File: config.mk
export PLATFORM = sky130hd
export DESIGN_NAME = register_wport_arbiter
export DESIGN_NICKNAME = d
export VERILOG_FILES = /design/src/rtl/register_wport_arbiter_pkg.sv /design/src/rtl/register_wport_arbiter_rr_arbiter.sv /design/src/rtl/register_wport_arbiter.sv
export SDC_FILE = /design/constraint.sdc
export NUM_CORES = 1
export LEC_CHECK = 0
export ABC_AREA = 1
export ABC_CLOCK_PERIOD_IN_PS = 2600
export CAP_MARGIN = 25
export CORE_MARGIN = 2
export CORE_UTILIZATION = 39
export CTS_CLUSTER_SIZE = 28
export DETAILED_ROUTE_END_ITERATION = 6
export PLACE_DENSITY = 0.81
export SYNTH_ARGS = -nofsm -noshare
export SYNTH_HDL_FRONTEND = slang
export SYNTH_SLANG_ARGS = --single-unit
File: constraint.sdc
create_clock -name clk -period 2.6 [get_ports clk]
set_clock_uncertainty 0.1 [all_clocks]
set_input_delay 0.39 -clock clk [delete_from_list [all_inputs] [get_ports clk]]
set_output_delay 0.39 -clock clk [all_outputs]
set_load 0.05 [all_outputs]
File: src/rtl/register_wport_arbiter_pkg.sv
// Shared types for the register-file write-port arbiter.
// Optional feature macro: REG_BYPASS_EN (staged-write bypass compare).
package register_wport_arbiter_pkg;

    localparam int NREQ_WB = 3;
    localparam int XLEN    = 32;
    localparam int RAW     = 5;
    localparam int NREG    = 32;

    // Regfile write bundle; field names match the regfile input struct.
    typedef struct packed {
        logic            wr_en;
        logic [RAW-1:0]  wr_addr;
        logic [XLEN-1:0] wr_data;
    } reg_wr_type;

    typedef struct packed {
        logic [NREQ_WB-1:0]      req_valid;
        logic [NREQ_WB*RAW-1:0]  req_waddr;
        logic [NREQ_WB*XLEN-1:0] req_wdata;
        logic                    sb_set;
        logic [RAW-1:0]          sb_addr;
    } reg_arb_in_type;

    typedef struct packed {
        logic [NREQ_WB-1:0] req_ready;
        logic               wr_en;
        logic [RAW-1:0]     wr_addr;
        logic [XLEN-1:0]    wr_data;
        logic [NREG-1:0]    busy;
    } reg_arb_out_type;

    // Pending-write scoreboard update: clear on commit, then set on issue.
    // A same-edge set wins because it belongs to a newer producer.
    function automatic logic [NREG-1:0] sb_next(
        input logic [NREG-1:0] cur,
        input logic            set,
        input logic [RAW-1:0]  saddr,
        input logic            clr,
        input logic [RAW-1:0]  caddr
    );
        logic [NREG-1:0] n;
        n = cur;
        if (clr) n[caddr] = 1'b0;
        if (set && (saddr != '0)) n[saddr] = 1'b1;
        n[0] = 1'b0;
        return n;
    endfunction

endpackage

File: src/rtl/register_wport_arbiter_rr_arbiter.sv
// Generic N-wide round-robin picker with its rotating priority pointer.
// Search starts at the pointer and wraps; the pointer moves past each winner.
module rr_arbiter #(
    parameter int N  = 3,
    parameter int IW = (N > 1) ? $clog2(N) : 1
) (
    input  logic          clk,
    input  logic          rst,
    input  logic [N-1:0]  req_i,
    output logic [N-1:0]  gnt_o,
    output logic [IW-1:0] idx_o,
    output logic          any_o
);

    logic [IW-1:0] ptr_q;
    logic [IW-1:0] ptr_d;

    // Pick the first requester at or after ptr, wrapping modulo N.
    always_comb begin
        int k;
        gnt_o = '0;
        idx_o = '0;
        any_o = 1'b0;
        k     = 0;
        for (int i = 0; i < N; i++) begin
            k = int'(ptr_q) + i;
            if (k >= N) k = k - N;
            if (!any_o && req_i[k]) begin
                any_o    = 1'b1;
                gnt_o[k] = 1'b1;
                idx_o    = IW'(k);
            end
        end
    end

    // Advance pointer to one past the winner; hold when idle.
    always_comb begin
        ptr_d = ptr_q;
        if (any_o) begin
            if (int'(idx_o) == N - 1) ptr_d = '0;
            else                      ptr_d = idx_o + IW'(1);
        end
    end

    // Pointer register.
    always_ff @(posedge clk or negedge rst) begin
        if (!rst) ptr_q <= '0;
        else      ptr_q <= ptr_d;
    end

endmodule

File: src/rtl/register_wport_arbiter.sv
// Shares the regfile write port among NREQ writeback sources and
// tracks pending writes. Optional macro: REG_BYPASS_EN.
module register_wport_arbiter
    import register_wport_arbiter_pkg::*;
#(
    parameter int NREQ = NREQ_WB
) (
    input  logic               rst,
    input  logic               clk,
    input  logic [NREQ-1:0]    req_valid,
    output logic [NREQ-1:0]    req_ready,
    input  logic [NREQ*5-1:0]  req_waddr,
    input  logic [NREQ*32-1:0] req_wdata,
    output logic               wr_en,
    output logic [4:0]         wr_addr,
    output logic [31:0]        wr_data,
    input  logic               sb_set,
    input  logic [4:0]         sb_addr,
`ifdef REG_BYPASS_EN
    input  logic [4:0]         byp_raddr1,
    input  logic [4:0]         byp_raddr2,
    output logic               byp_hit1,
    output logic               byp_hit2,
    output logic [31:0]        byp_data1,
    output logic [31:0]        byp_data2,
`endif
    output logic [31:0]        busy
);

    localparam int IW = (NREQ > 1) ? $clog2(NREQ) : 1;

    logic [NREQ-1:0] gnt;
    logic [IW-1:0]   gnt_idx;
    logic            gnt_any;
    logic [RAW-1:0]  sel_addr;
    logic [XLEN-1:0] sel_data;
    reg_wr_type      wr_q;
    reg_wr_type      wr_d;
    logic [NREG-1:0] busy_q;
    logic [NREG-1:0] busy_d;

    rr_arbiter #(
        .N  (NREQ),
        .IW (IW)
    ) u_rr (
        .clk   (clk),
        .rst   (rst),
        .req_i (req_valid),
        .gnt_o (gnt),
        .idx_o (gnt_idx),
        .any_o (gnt_any)
    );

    assign req_ready = gnt;

    // Route the winning source's address and data.
    always_comb begin
        sel_addr = '0;
        sel_data = '0;
        for (int k = 0; k < NREQ; k++) begin
            if (gnt_any && (gnt_idx == IW'(k))) begin
                sel_addr = req_waddr[5*k +: 5];
                sel_data = req_wdata[32*k +: 32];
            end
        end
    end

    // Stage the winner; x0 writes are consumed but never enabled.
    always_comb begin
        wr_d       = wr_q;
        wr_d.wr_en = 1'b0;
        if (gnt_any) begin
            wr_d.wr_en   = (sel_addr != '0);
            wr_d.wr_addr = sel_addr;
            wr_d.wr_data = sel_data;
        end
    end

    // Output staging register feeding the regfile write port.
    always_ff @(posedge clk or negedge rst) begin
        if (!rst) wr_q <= '0;
        else      wr_q <= wr_d;
    end

    // Scoreboard next state: commit clears, issue sets, set wins.
    always_comb begin
        busy_d = sb_next(busy_q, sb_set, sb_addr,
                         wr_q.wr_en, wr_q.wr_addr);
    end

    // Pending-write scoreboard register.
    always_ff @(posedge clk or negedge rst) begin
        if (!rst) busy_q <= '0;
        else      busy_q <= busy_d;
    end

    assign wr_en   = wr_q.wr_en;
    assign wr_addr = wr_q.wr_addr;
    assign wr_data = wr_q.wr_data;
    assign busy    = busy_q;

`ifdef REG_BYPASS_EN
    // Forward the staged write to decode a cycle before it commits.
    always_comb begin
        byp_hit1  = wr_q.wr_en && (wr_q.wr_addr == byp_raddr1)
                    && (byp_raddr1 != '0);
        byp_hit2  = wr_q.wr_en && (wr_q.wr_addr == byp_raddr2)
                    && (byp_raddr2 != '0);
        byp_data1 = wr_q.wr_data;
        byp_data2 = wr_q.wr_data;
    end
`endif

endmodule
==> impl_results.md, run 1 <==
* Syn Nets at 521
* Max Slew Vio Count at 0
* Outcome: complete, no violations
* Post-synthesis sequential area ratio at around 50%
* Hold Slack at 0.0586 ns
* Placed cell areas at 5650 sq um
* Grt total ovfl at 0
* Deepest clock path buffer count at 2
* Total GRT Usage at 25.4%
* Family with the most delay on the worst path: flip-flops
* ANT cells at 0
* Iter 0 DRT Violations at 190
* Critical Path RT at 2.11 ns
* Number of global-route vias before repair at 3,899
* Dominant synthesized flop cell: dfrtp_1
* Area of the core at 8760 sq um
* Most common cell in the netlist: nand2_1
* Worst slew margin at 39.7%
* First-pass GRT wire length at 19,600 um
* Worst path slowest cell: dfrtp_1
* Fraction of registers with async set/reset at 100%
* IO Count at 195
* Final nets at 730
* Crit path largest cell delay at approximately 0.44 ns
* Routed WL per cell at roughly 18 um
* # DRC at 0
* Slew @ Worst Pin at 0.905 ns
* Worst Setup End Kind: primary output
* Fin crit share at a little over nine tenths
* Initial antenna violation count at 0
* H-tree levels at 3
* Worst-skew pair later-pin latency at 0.35 ns
* Synthesis-stage register bit count at 71
* Root buffer cell: clkbuf_8
* Share of layout cells above drive strength 1 at a little over an eighth
* Maxcap violations at 0
* Mean post-synth cell area at 9.00 sq um
* Cells along the critical path: ha_4 -> inv_4 -> nand2_2 -> nand2_2 -> a21oi_4 -> nand4_1 -> nand2_2 -> buf_12 -> buf_12
* Crit path DAT at roughly 2.1 ns
* Yosys warns at 0
* Die width at approximately 99 um
* Die area at approximately 9900 sq um
* RSZ-0062 raised after global routing: yes
* Area leader, netlist: dfrtp_1
* P&R area growth vs syn at 70.3%
* Yosys cell types at 26
* Critical-path maximum fanout at 5
* Worst Path Buf+Inv at 3
* Placed insts at just under 700
* Final hold violation count at 0
* TritonCTS clock tree: built
* Cell Count, Final, Fillers Out at 717
* # rows at 34
* Initial Utilization at just over 40%
* Die height at 99.5 um
* Post-synth EDFFs at 0
* Synth cell count leaders: 95 x nand2_1, 71 x dfrtp_1, 65 x nand3_1
* # clock sinks at 71
* Final wirelength at 12,600 um
* Via count at 3,981
* Post-DP HPWL at 9170 um
* Total CTS buffers at 9
* Max Fclk at 390 MHz
* Clock Pin Slew Worst Setup and Hold Paths at 0.08 ns
* Kind of critical path: reg2out
* Setup-failing EPs final at 0
* Top cells by area, synth: dfrtp_1 50%, nand2_1 10%, nand3_1 9.2%
* Startpoint Class: flip-flop
* Post-synth top area share at 50.0%
* DR vias/cell at 5.55
* Setup TNS at 0 ns
* Drt first pass iters at 5
* Largest net degree at the start of global routing at 72
* Placer Congestion at 0.884
* Hold Buf Count CTS at 0
* Post-route ant nets at 0
* Post-route cell area at 6050 sq um
* Worst Hold Class: in2async
* Tmin final at 2.56 ns
* Post-Syn Area at 3550 sq um
* Most used cell, CP: nand2_2
* Post-Synthesis Cells at approximately 400
* IO buf count at 193
==> final cells by class <==
cell class	instances	area [sq um]
Fill cell	679	2710
Timing Repair Buffer	212	2190
Sequential cell	71	1780
Multi-Input combinational cell	287	1640
Tap cell	108	135
Clock buffer	9	124
Clock inverter	7	97.6
Inverter	23	88.8
==> final timing paths <==
path                       slack, ns                      start  cells after the start                      end
max                             0.04  u_rr.ptr_q[1]$_DFFE_PN0P_                      9             req_ready[1]
min                             0.06                        rst                      1       busy[28]$_DFF_PN0_
max reg2reg                     0.11  u_rr.ptr_q[1]$_DFFE_PN0P_                     13  wr_data[20]$_DFFE_PN0P_
min reg2reg                     0.40    wr_data[21]$_DFFE_PN0P_                      2  wr_data[21]$_DFFE_PN0P_
max in group asynchronous       1.75                        rst                      1        busy[5]$_DFF_PN0_
min in group clk                0.40    wr_data[21]$_DFFE_PN0P_                      2  wr_data[21]$_DFFE_PN0P_
==> cell usage in the layout, fill, tap and decap left out, types with 2 or more instances in the layout <==
master / count
clkinv_4: 2
clkinvlp_4: 2
a22oi_2: 21
nand2_1: 94
a22oi_1: 11
o221ai_2: 2
clkbuf_8: 9
ha_4: 2
nor2_1: 4
nand4_1: 3
o21ai_0: 63
nand3_1: 64
nand3_2: 3
bufbuf_16: 2
inv_1: 17
buf_12: 6
inv_2: 5
nand2_2: 5
buf_4: 15
dfrtp_1: 71
o21bai_1: 4
clkdlybuf4s50_1: 189
bufinv_16: 2
==> kinds of logic (layout without fill, tap and decap cells) <==
family,count (synthesis),count (layout),share of synthesized area [%]
adder cells (fa/ha/maj),4,4,1.41
flip-flops,71,71,50.0
buffers and inverters,37,251,5.42
AND/OR/NAND/NOR,176,176,22.1
other,1,1,0.105
AO/OA/AOI/OAI,106,106,21.0
==> metal layers <==
metal | share of wire (%) | global-route usage (%)
met1 | 37 | 30.7
met2 | 50 | 43.3
met3 | 9.8 | 6.47
met4 | 2.9 | 10.2
met5 | 0 | 0
==> repair_timing <==
item / CTS / global route
gates cloned: 2 / 0
buffers inserted: 3 / 5
pin swaps: 1 / 6
gates resized for setup: 3 / 11
setup endpoints to repair: 3 / 13
endpoints found under the hold margin: 0 / 0
==> stage by stage <==
step | utilization [%] | setup WS [ns]
finish | 69.1 | 0.0371
global route | 69.1 | -0.0614
CTS | 68.3 | 0.00633
detailed placement | 64.4 | 0.115
global placement | 64.4 | 0.180
floorplan | - | 0.135
==> registers in the layout, indices dropped and copies added (netlist names) <==
signal,cells
busy,31
u_rr.ptr_q,2
wr_addr,5
wr_data,32
wr_en,1
Power of run 1 is left out: the tool's default activity adds up to more than one toggle a clock period on the data nets, which glitch-free logic cannot reach.
==> run 2, diff against run 1 <==
--- a/config.mk
+++ b/config.mk
@@ -13,6 +13,7 @@
 export CTS_CLUSTER_SIZE = 28
 export DETAILED_ROUTE_END_ITERATION = 6
 export PLACE_DENSITY = 0.81
+export SKIP_CTS_REPAIR_TIMING = 1
 export SYNTH_ARGS = -nofsm -noshare
 export SYNTH_HDL_FRONTEND = slang
 export SYNTH_SLANG_ARGS = --single-unit
==> impl_results.md, run 2 (synthesized netlist as in run 1, its figures left out) <==
* Outcome: complete, no violations
* Family with the most delay on the worst path: simple AND/OR/NAND/NOR gates
* Placer Congestion at 0.884
* Startpoint Class: flip-flop
* Placed insts at 691
* Slew @ Worst Pin at 0.910 ns
* Worst path slowest cell: dfrtp_1
* Tmin final at 2.59 ns
* Fin crit share at between 90% and 100%
* Iter 0 DRT Violations at approximately 170
* Max Slew Vio Count at 0
* Worst slew margin at 39.3%
* Cells along the critical path: inv_2 -> ha_4 -> inv_4 -> nand2_2 -> nand2_2 -> a21oi_4 -> nand4_1 -> nand2_4 -> buf_12 -> buf_12
* Root buffer cell: clkbuf_8
* Kind of critical path: reg2out
* Max reg flops at 32
* Final nets at about 730
* Routed WL per cell at between 15 and 20 um
* Die area at 9890 sq um
* Fillers at 671
* IO Count at 195
* # rows at 34
* Setup TNS at 0 ns
* Crit path largest cell delay at 0.40 ns
* Cell Count, Final, Fillers Out at 719
* TritonCTS clock tree: built
* Hold Slack at 0.0526 ns
* # DRC at 0
* Initial Utilization at 40.6%
* Final hold violation count at 0
* Share of layout cells above drive strength 1 at 13.7%
* Total CTS buffers at 9
* Crit path DAT at 2.10 ns
* Critical-path maximum fanout at 5
* Worst Setup End Kind: primary output
* Area of the core at about 8800 sq um
* Die width at 99.5 um
* Via count at between 3,000 and 4,000
* Setup-failing EPs final at 0
* Number of global-route vias before repair at 3,826
* Grt total ovfl at 0
* Final wirelength at 12,700 um
* IO buf count at 193
* P&R area growth vs syn at 70.3%
* First-pass GRT wire length at ~19,000 um
* Worst Hold Class: in2async
* Post-route ant nets at 0
* FF/Latch Area at 1780 sq um
* Commonest non-fill, non-tap cell in the layout: clkdlybuf4s50_1
* Commonest non-fill, non-tap cells in the layout: 189 x clkdlybuf4s50_1, 94 x nand2_1, 70 x dfrtp_1
* Worst Path Buf+Inv at 4
* Multi-input gate area at 1640 sq um
* Clock Pin Slew Worst Setup and Hold Paths at ~0.08 ns
* Critical Path RT at 2.11 ns
* ANT cells at 0
* Total GRT Usage at 24.8%
* # clock sinks at 71
* Max Fclk at 386 MHz
* RSZ-0062 raised after global routing: yes
* Die height at 99.5 um
* DR vias/cell at 5.51
* Largest net degree at the start of global routing at between 70 and 80
* Post-DP HPWL at around 9200 um
* Deepest clock path buffer count at 2
* Drt first pass iters at 5
* Initial antenna violation count at 0
* H-tree levels at 3
* Maxcap violations at 0
* Worst-skew pair later-pin latency at 0.35 ns
[run 2: cell types whose count changed in the layout (fill, tap and decap cells not counted), sizes merged]
cell    delta
bufbuf     -2
buf        +2
clkbuf     +2
[run 2: worst reg2reg max path, cell delays in order, from the launching register on]
cell     delay [ns]
dfrtp_1        0.40
inv_2          0.08
ha_4           0.31
inv_4          0.05
nand2_2        0.06
nand2_2        0.08
a21oi_4        0.21
nand4_1        0.19
nand2_4        0.14
buf_4          0.12
nor2_4         0.05
buf_12         0.15
buf_12         0.16
a22oi_1        0.16
nand3_1        0.11
[run 2: layout make-up]
| type | count | share of cell area, % |
|---|---|---|
| sequential | 71 | 29.4 |
| tap | 108 | 2.23 |
| clock inverter | 7 | 1.61 |
| inverter | 23 | 1.47 |
| clock buffer | 9 | 2.05 |
| multi-input combinational | 287 | 27.1 |
| timing repair buffer | 214 | 36.2 |
[run 2: worst paths after layout]
check                                          startpoint                   endpoint  slack, ns  depth (start not counted)
min in group clk                  wr_data[21]$_DFFE_PN0P_    wr_data[21]$_DFFE_PN0P_       0.40                          2
worst max-delay path            u_rr.ptr_q[0]$_DFFE_PN0P_               req_ready[1]      0.009                         10
worst max register to register  u_rr.ptr_q[0]$_DFFE_PN0P_    wr_data[20]$_DFFE_PN0P_       0.11                         14
worst min-delay path                                  rst         busy[28]$_DFF_PN0_       0.05                          1
worst min register to register    wr_data[21]$_DFFE_PN0P_    wr_data[21]$_DFFE_PN0P_       0.40                          2
max in group asynchronous                             rst  u_rr.ptr_q[1]$_DFFE_PN0P_       1.69                          1
[run 2: through the flow]
stage          util (%)  setup WS (ns)  instance area, sq um
6_report           69.1        0.00923                  6050
2_1_floorplan         -          0.135                  3550
3_3_place_gp       64.4          0.180                  5650
3_5_place_dp       64.4          0.115                  5650
4_1_cts            67.0         -0.287                  5870
5_1_grt            69.1        -0.0676                  6050
[run 2: layer usage]
layer	routed length, um	vias up	global-route usage [%]
met4	296	0	9.38
li1	-	1799	-
met2	6360	246	42.2
met1	4820	1889	29.9
met3	1190	28	6.82
met5	0	-	0
Power of run 2 is left out for the same reason.
